[src/rtl/gf2m_trinomial_reduce.sv]
// gf2m_trinomial_reduce
// Reduces the 2N-1 bit carry-less product modulo x^M + x^K + 1 by folding
// the bits above M back down once per clock. The result is returned over a
// valid/ready handshake. No new operand is accepted until the current result
// has been taken.
// Build option: define GFRED_FOLDCNT_EN to expose fold_cnt, which is the
// number of folds used for the current result.
module gf2m_trinomial_reduce #(
  parameter int N        = 116,
  parameter int M        = 113,
  parameter int K        = 9,
  parameter int MAX_FOLD = 4
) (
  input  logic               clk,
  input  logic               rst,
  input  logic               in_valid,
  output logic               in_ready,
  input  logic [2*N-2:0]     P,
  output logic               out_valid,
  input  logic               out_ready,
  output logic [M-1:0]       R,
  output logic               err
`ifdef GFRED_FOLDCNT_EN
  ,
  output logic [2:0]         fold_cnt
`endif
);

  localparam int PW = 2*N-1;
  localparam int CW = ($clog2(MAX_FOLD+1) > 3) ? $clog2(MAX_FOLD+1) : 3;
  localparam logic [CW-1:0] MAXF = CW'(MAX_FOLD);

  typedef enum logic [1:0] {IDLE, FOLD, DONE} state_t;

  state_t          state, state_n;
  logic [PW-1:0]   w, w_n;
  logic [CW-1:0]   cnt, cnt_n;
  logic            err_q, err_n;

  logic [PW-1:0]   w_lo, w_hi, w_fold;
  logic [CW-1:0]   cnt_inc;
  logic            fold_clear;

  // One fold: H = W >> M, W' = W[M-1:0] ^ H ^ (H << K). Because K <= M,
  // H << K always fits in PW bits, so nothing is truncated.
  always_comb begin
    w_lo       = w & ~({PW{1'b1}} << M);
    w_hi       = w >> M;
    w_fold     = w_lo ^ w_hi ^ (w_hi << K);
    fold_clear = ((w_fold >> M) == '0);
    cnt_inc    = cnt + CW'(1);
  end

  // State, working register, fold counter and sticky error flag.
  always_ff @(posedge clk) begin
    if (rst) begin
      state <= IDLE;
      w     <= '0;
      cnt   <= '0;
      err_q <= 1'b0;
    end else begin
      state <= state_n;
      w     <= w_n;
      cnt   <= cnt_n;
      err_q <= err_n;
    end
  end

  // Next-state logic: load in IDLE, fold until the upper bits clear or the
  // fold limit is hit, then hold the result in DONE until it is accepted.
  always_comb begin
    state_n = state;
    w_n     = w;
    cnt_n   = cnt;
    err_n   = err_q;
    case (state)
      IDLE: begin
        if (in_valid) begin
          w_n     = P;
          cnt_n   = '0;
          state_n = FOLD;
        end
      end
      FOLD: begin
        w_n   = w_fold;
        cnt_n = cnt_inc;
        if (fold_clear) begin
          state_n = DONE;
        end else if (cnt_inc == MAXF) begin
          err_n   = 1'b1;
          state_n = DONE;
        end
      end
      DONE: begin
        if (out_ready) state_n = IDLE;
      end
      default: state_n = IDLE;
    endcase
  end

  // Handshake outputs. R is forced to zero whenever no result is presented.
  always_comb begin
    in_ready  = (state == IDLE);
    out_valid = (state == DONE);
    R         = out_valid ? w[M-1:0] : '0;
    err       = err_q;
  end

`ifdef GFRED_FOLDCNT_EN
  // The fold count is reported only while a result is presented.
  always_comb begin
    fold_cnt = out_valid ? cnt[2:0] : 3'd0;
  end
`endif

endmodule
[config.mk]
export PLATFORM = sky130hd
export DESIGN_NAME = gf2m_trinomial_reduce
export DESIGN_NICKNAME = d
export VERILOG_FILES = /design/src/rtl/gf2m_trinomial_reduce.sv
export SDC_FILE = /design/constraint.sdc
export NUM_CORES = 1
export LEC_CHECK = 0
export BUFFER_PORTS_ARGS = -buffer_cell sky130_fd_sc_hd__buf_2
export CAP_MARGIN = 25
export CORE_AREA = 4 4 169 171
export CTS_BUF_LIST = sky130_fd_sc_hd__clkbuf_8
export CTS_CLUSTER_DIAMETER = 60
export DETAILED_ROUTE_END_ITERATION = 6
export DIE_AREA = 0 0 173 175
export PLACE_DENSITY_LB_ADDON = 0.25
export SLEW_MARGIN = 0
export SYNTH_ARGS = -nofsm -noshare
export SYNTH_HDL_FRONTEND = slang
export SYNTH_SLANG_ARGS = --single-unit
[constraint.sdc]
create_clock -name clk -period 1.37 [get_ports clk]
set_clock_uncertainty 0.05 [all_clocks]
set_input_delay 0.137 -clock clk [delete_from_list [all_inputs] [get_ports clk]]
set_output_delay 0.137 -clock clk [all_outputs]
set_load 0.02 [all_outputs]
# [Yosys cells after proc, flatten, opt, wreduce, memory -nomap -nowiden]
# Cells that the tools add are included.
[word_totals] elab_cells=30 reg_bits=237 inputBits=235
[classes] bitwise_logic=3 add_sub_neg=1 eq_ne=6 reduce_logical=6 mux=10
[ops] op="$pmux 231 s2" count=1
[ops] op="$logic_not 231->1" count=1
[ops] op="$mux 231" count=1
[ops] op="$xor 118x127->127" count=1
[ops] op="$xor 113x118->118" count=1
[ops] op="$mux 113" count=1
[ops] op="$mux 2" count=4
[ops] op="$pmux 2 s3" count=1
[ops] op="$pmux 3 s2" count=1
[ops] op="$reduce_and 3->1" count=2
[ops] op="$add 3x1->3 const B" count=1
[ops] op="$eq 3x3->1 const B" count=1
[ops] op="$mux 3" count=1
[ops] op="$ne 3x3->1 const B" count=1
[ops] op="$eq 2x1->1 const B" count=1
[ops] op="$eq 2x2->1 const B" count=1
[ops] op="$logic_not 2->1" count=1
[ops] op="$ne 2x1->1 const B" count=1
[ops] op="$ne 2x2->1 const B" count=1
[ops] op="$reduce_and 2->1" count=1
[ops] op="$reduce_bool 2->1" count=1
[ops] op="$not 1->1" count=1

# [Depth between registers and ports, before layout]
[logic_depth] word_depth=5 depth_mapped=7 mapped_depth_nobuf=4

# [Worst setup path after synthesis]
# Ideal clock, no wire load.
[synth_path] path_kind="register to output" startpoint="register state[1]" endpoint="output R[100]" required_ns=1.183 slack_ns=-0.249 arrival_time_ns=1.432 stages_incl_launch_ff=6 cell_sequence="dfxtp_1 -> buf_4 -> inv_2 -> buf_2 -> clkbuf_1 -> nor3_1"
[synth_between] elab_chain_cells=2
[synth_rtl] element="start, declared" line="35" source="state_t state, state_n;"
[synth_rtl] element="start signal, assigned" line="62" source="state <= state_n;"
[synth_rtl] element="$eq 2x2->1" line="104" source="out_valid = (state == DONE);"
[synth_rtl] element="$mux 113" line="105" source="R = out_valid ? w[M-1:0] : '0;"
[synth_rtl] element="end, declared" line="21" source="output logic [M-1:0] R,"
# No other way between the ends.

# [Worst setup path after layout]
[layout_path] startpoint="register state[1]" endpoint="output R[35]"
# Same word-level chain as after synthesis.

==> impl_metrics.tcl <==
set metrics [dict create \
    start_kind "register" \
    place_inst 2101 \
    violations "DRC, setup timing" \
    crit_chain "buf_12 > buf_12 > inv_12 > buf_6 > nor3_4 > buf_6" \
    setup.worst_path.class "register to primary output" \
    postSynthAreaPerCell_um2 8.304 \
    critPathMaxFanout 5 \
    vias_per_cell 6.600 \
    rows 60 \
    cts_buffers 41 \
    p_per_area_nw_per_um2 1121 \
    ff_latch_area_um2 4750 \
    setup_tns_ns -134.43 \
    total_power_mw 25.85 \
    yosys_register_bits 237 \
    synth_edf_count 0 \
    power.switching_mw 9.415 \
    die_area_um2 30280 \
    tightest_slew_ns 0.5427 \
    syn2layout_area_growth_pct 92.16 \
    syn_nets 1682 \
    routed_wl_um 69960 \
    grt_overflow 0 \
    ys_warn_count 0 \
    worstSkewPairLatency_ns 0.55 \
    clkSlewWorstSetupHoldPaths_ns 0.06 \
    slowest_delay_ns 0.35 \
    seq_power_share_pct 33.4 \
    core_area_um2 26880 \
    drc_errors 5 \
    cts_max_path_buffers 3 \
    ir_worst_vdd_uv 790.6 \
    antenna_found_initial 7 \
    multi_input_comb_area_um2 8262 \
    slew-limit-headroom_pct 63.78 \
    cts_root_buffer "clkbuf_8" \
    drt_iter0_markers 2314 \
    synth_top_flop_cell "dfxtp_1" \
    crit_required_ns 1.18 \
    wl_per_cell_um 27.65 \
    grt_first_pass_wirelength_um 91370 \
    slew_violations 0 \
    finalHoldViolCount 0 \
    fp.dieW_um 173 \
    crit_path_end_kind "primary output" \
    min_path_type "primary input to register" \
    p_clk_share_pct 26.8 \
    layoutNonFillerInstCount 2530 \
    dp_hpwl_um 30830 \
    place.gp.congestion 0.8620 \
    fin_nets 2392 \
    arrival_ns 1.73 \
    crit_path_top_delay_cell "dfxtp_2" \
    cts_tree "yes" \
    dr.pass1.iters 7 \
    layout-drive-gt1-share_pct 41.58 \
    fin_crit_sh_pct 140.2 \
    drtAntennaViolNets 0 \
    async_flop_share_pct 0 \
    vias 16700 \
    h-tree-depth 2 \
    num-fill-cells 1210 \
    rsz0062_at_grt "yes" \
    finalSetupViolCount 352 \
    swShare_pct 36.42 \
    leakagePower_nw 9.515 \
    clock_sinks 237 \
    synth_seq_area_share_pct 39.54 \
    num_io_pins 351 \
    p_comb_share_pct 39.8 \
    syn_inst 1445 \
    timing.fmax_ghz 0.5205 \
    portBuffers 350 \
    syn_area_um2 12000 \
    status "complete, but fails checks" \
    grtUsageTotal_pct 37.47 \
    initial_core_util_pct 44.65 \
    intPower_mw 16.43 \
    worst_slack_ns -0.5511 \
    synth.distinct_cells 39 \
    drv_cap 0 \
    die_h_um 175 \
    grt_max_degree 88 \
    grt_pass1_vias 16320 \
    post-route-min-period_ns 1.921 \
]
[final timing paths]
kind,endpoint,startpoint,depth (start not counted),slack [ns]
min reg2reg,w[44],w[44],2,0.43
min,w[122],in_valid,5,0.15
max,R[35],state[1],6,-0.55
max reg2reg,w[37],state[1],9,-0.54
[logic make-up (layout without fill, tap and decap cells)]
kind of cell	after synthesis	after routing	share of synthesized area, %
simple gates	494	494	19.50
compound gates	374	374	23.08
flops	237	237	39.54
buf+inv	227	966	8.186
xor+xnor	110	110	9.406
fa+ha+maj	2	2	0.2085
mux	1	1	0.08342
other cells	0	5	0
[critical path: cells and delay by family, from the launching register on]
kind	cells	cell delay (ns)
and+or+nand+nor	1	0.25
DFF	1	0.35
buffers and inverters	5	0.61
[area by class of cell]
| class | instances | share of cell area (%) |
|---|---|---|
| Clock buffer | 52 | 3.104 |
| Timing Repair Buffer | 796 | 36.23 |
| Tap cell | 341 | 1.850 |
| Antenna cell | 5 | 0.05427 |
| Multi-Input combinational cell | 981 | 35.83 |
| Timing Repair inverter | 2 | 0.1085 |
| Clock inverter | 20 | 0.5915 |
| Sequential cell | 237 | 20.60 |
| Inverter | 96 | 1.633 |
[sequential cells by signal, summed over array words and instances, names as in the netlist]
name and cells:
w 231, state 2, cnt 3, err 1
[power by group through the flow]
stage,Sequential (mW),Combinational [mW],Clock (mW)
floorplan,8.28,3.84,0
global placement,8.49,5.63,0
detailed placement,8.52,5.77,0
CTS,8.40,8.26,6.81
global route,8.62,10.7,7.16
finish,8.62,10.3,6.93
[metal layers]
layer / wire [um] / track usage, % / up-vias
met5: 27 / 0 / -
met4: 7005 / 23.64 / 4
met3: 8219 / 9.563 / 600
met2: 32560 / 64.35 / 1651
met1: 22140 / 41.56 / 7710
li1: - / - / 6732
[synth_stat cells, drive strengths merged (18+ instances only)]
cell type | n | area (um^2)
nor2 | 131 | 491.7
dfxtp | 237 | 4745
a32oi | 94 | 823.3
or3 | 93 | 581.8
nor3 | 93 | 465.5
a31oi | 93 | 581.8
nand2 | 132 | 495.5
clkbuf | 63 | 236.5
inv | 96 | 360.3
and2 | 21 | 131.4
a21oi | 19 | 95.09
xor2 | 95 | 832.1
buf | 68 | 385.4
a311oi | 18 | 157.7
a22oi | 106 | 795.8
[through the flow]
| stage | utilization [%] | instance area [um^2] | hold WS [ns] | setup slack [ns] |
|---|---|---|---|---|
| final | 85.79 | 23060 | 0.1466 | -0.5511 |
| after global routing | 85.79 | 23060 | 0.1577 | -0.5837 |
| after CTS | 79.66 | 21410 | 0.07564 | -0.5142 |
| after detailed placement | 58.41 | 15700 | 0.3464 | -0.1092 |
| after global placement | 58.41 | 15700 | 0.3392 | -0.05750 |
| after floorplan | - | 13010 | 0.2460 | -0.1159 |
[cell usage in the layout, fill, tap and decap left out, types with 9 or more instances in the layout]
cell type / n
a21oi_1: 14
a22oi_1: 27
a22oi_2: 79
a311oi_1: 15
a31oi_1: 85
a32oi_1: 64
a32oi_2: 29
and2_4: 20
buf_12: 53
buf_16: 30
buf_2: 235
buf_4: 59
buf_6: 138
buf_8: 24
clkbuf_16: 24
clkbuf_8: 52
dfxtp_1: 235
dlygate4sd3_1: 233
inv_1: 107
nand2_1: 108
nand2_2: 21
nand3b_1: 10
nor2_1: 127
nor3_4: 87
o211ai_1: 9
o21ai_0: 16
or3_1: 93
xor2_1: 95
xor3_1: 11
[timing repair]
action / 4_1_cts / 5_1_grt
resized for setup: 375 / 226
hold endpoints to repair: 232 / 0
buffers inserted: 36 / 35
hold buffers: 233 / 0
gates cloned: 39 / 29
endpoints found under the setup margin: 313 / 352
pin swaps: 52 / 145
Power figures use the tool's default switching activity.
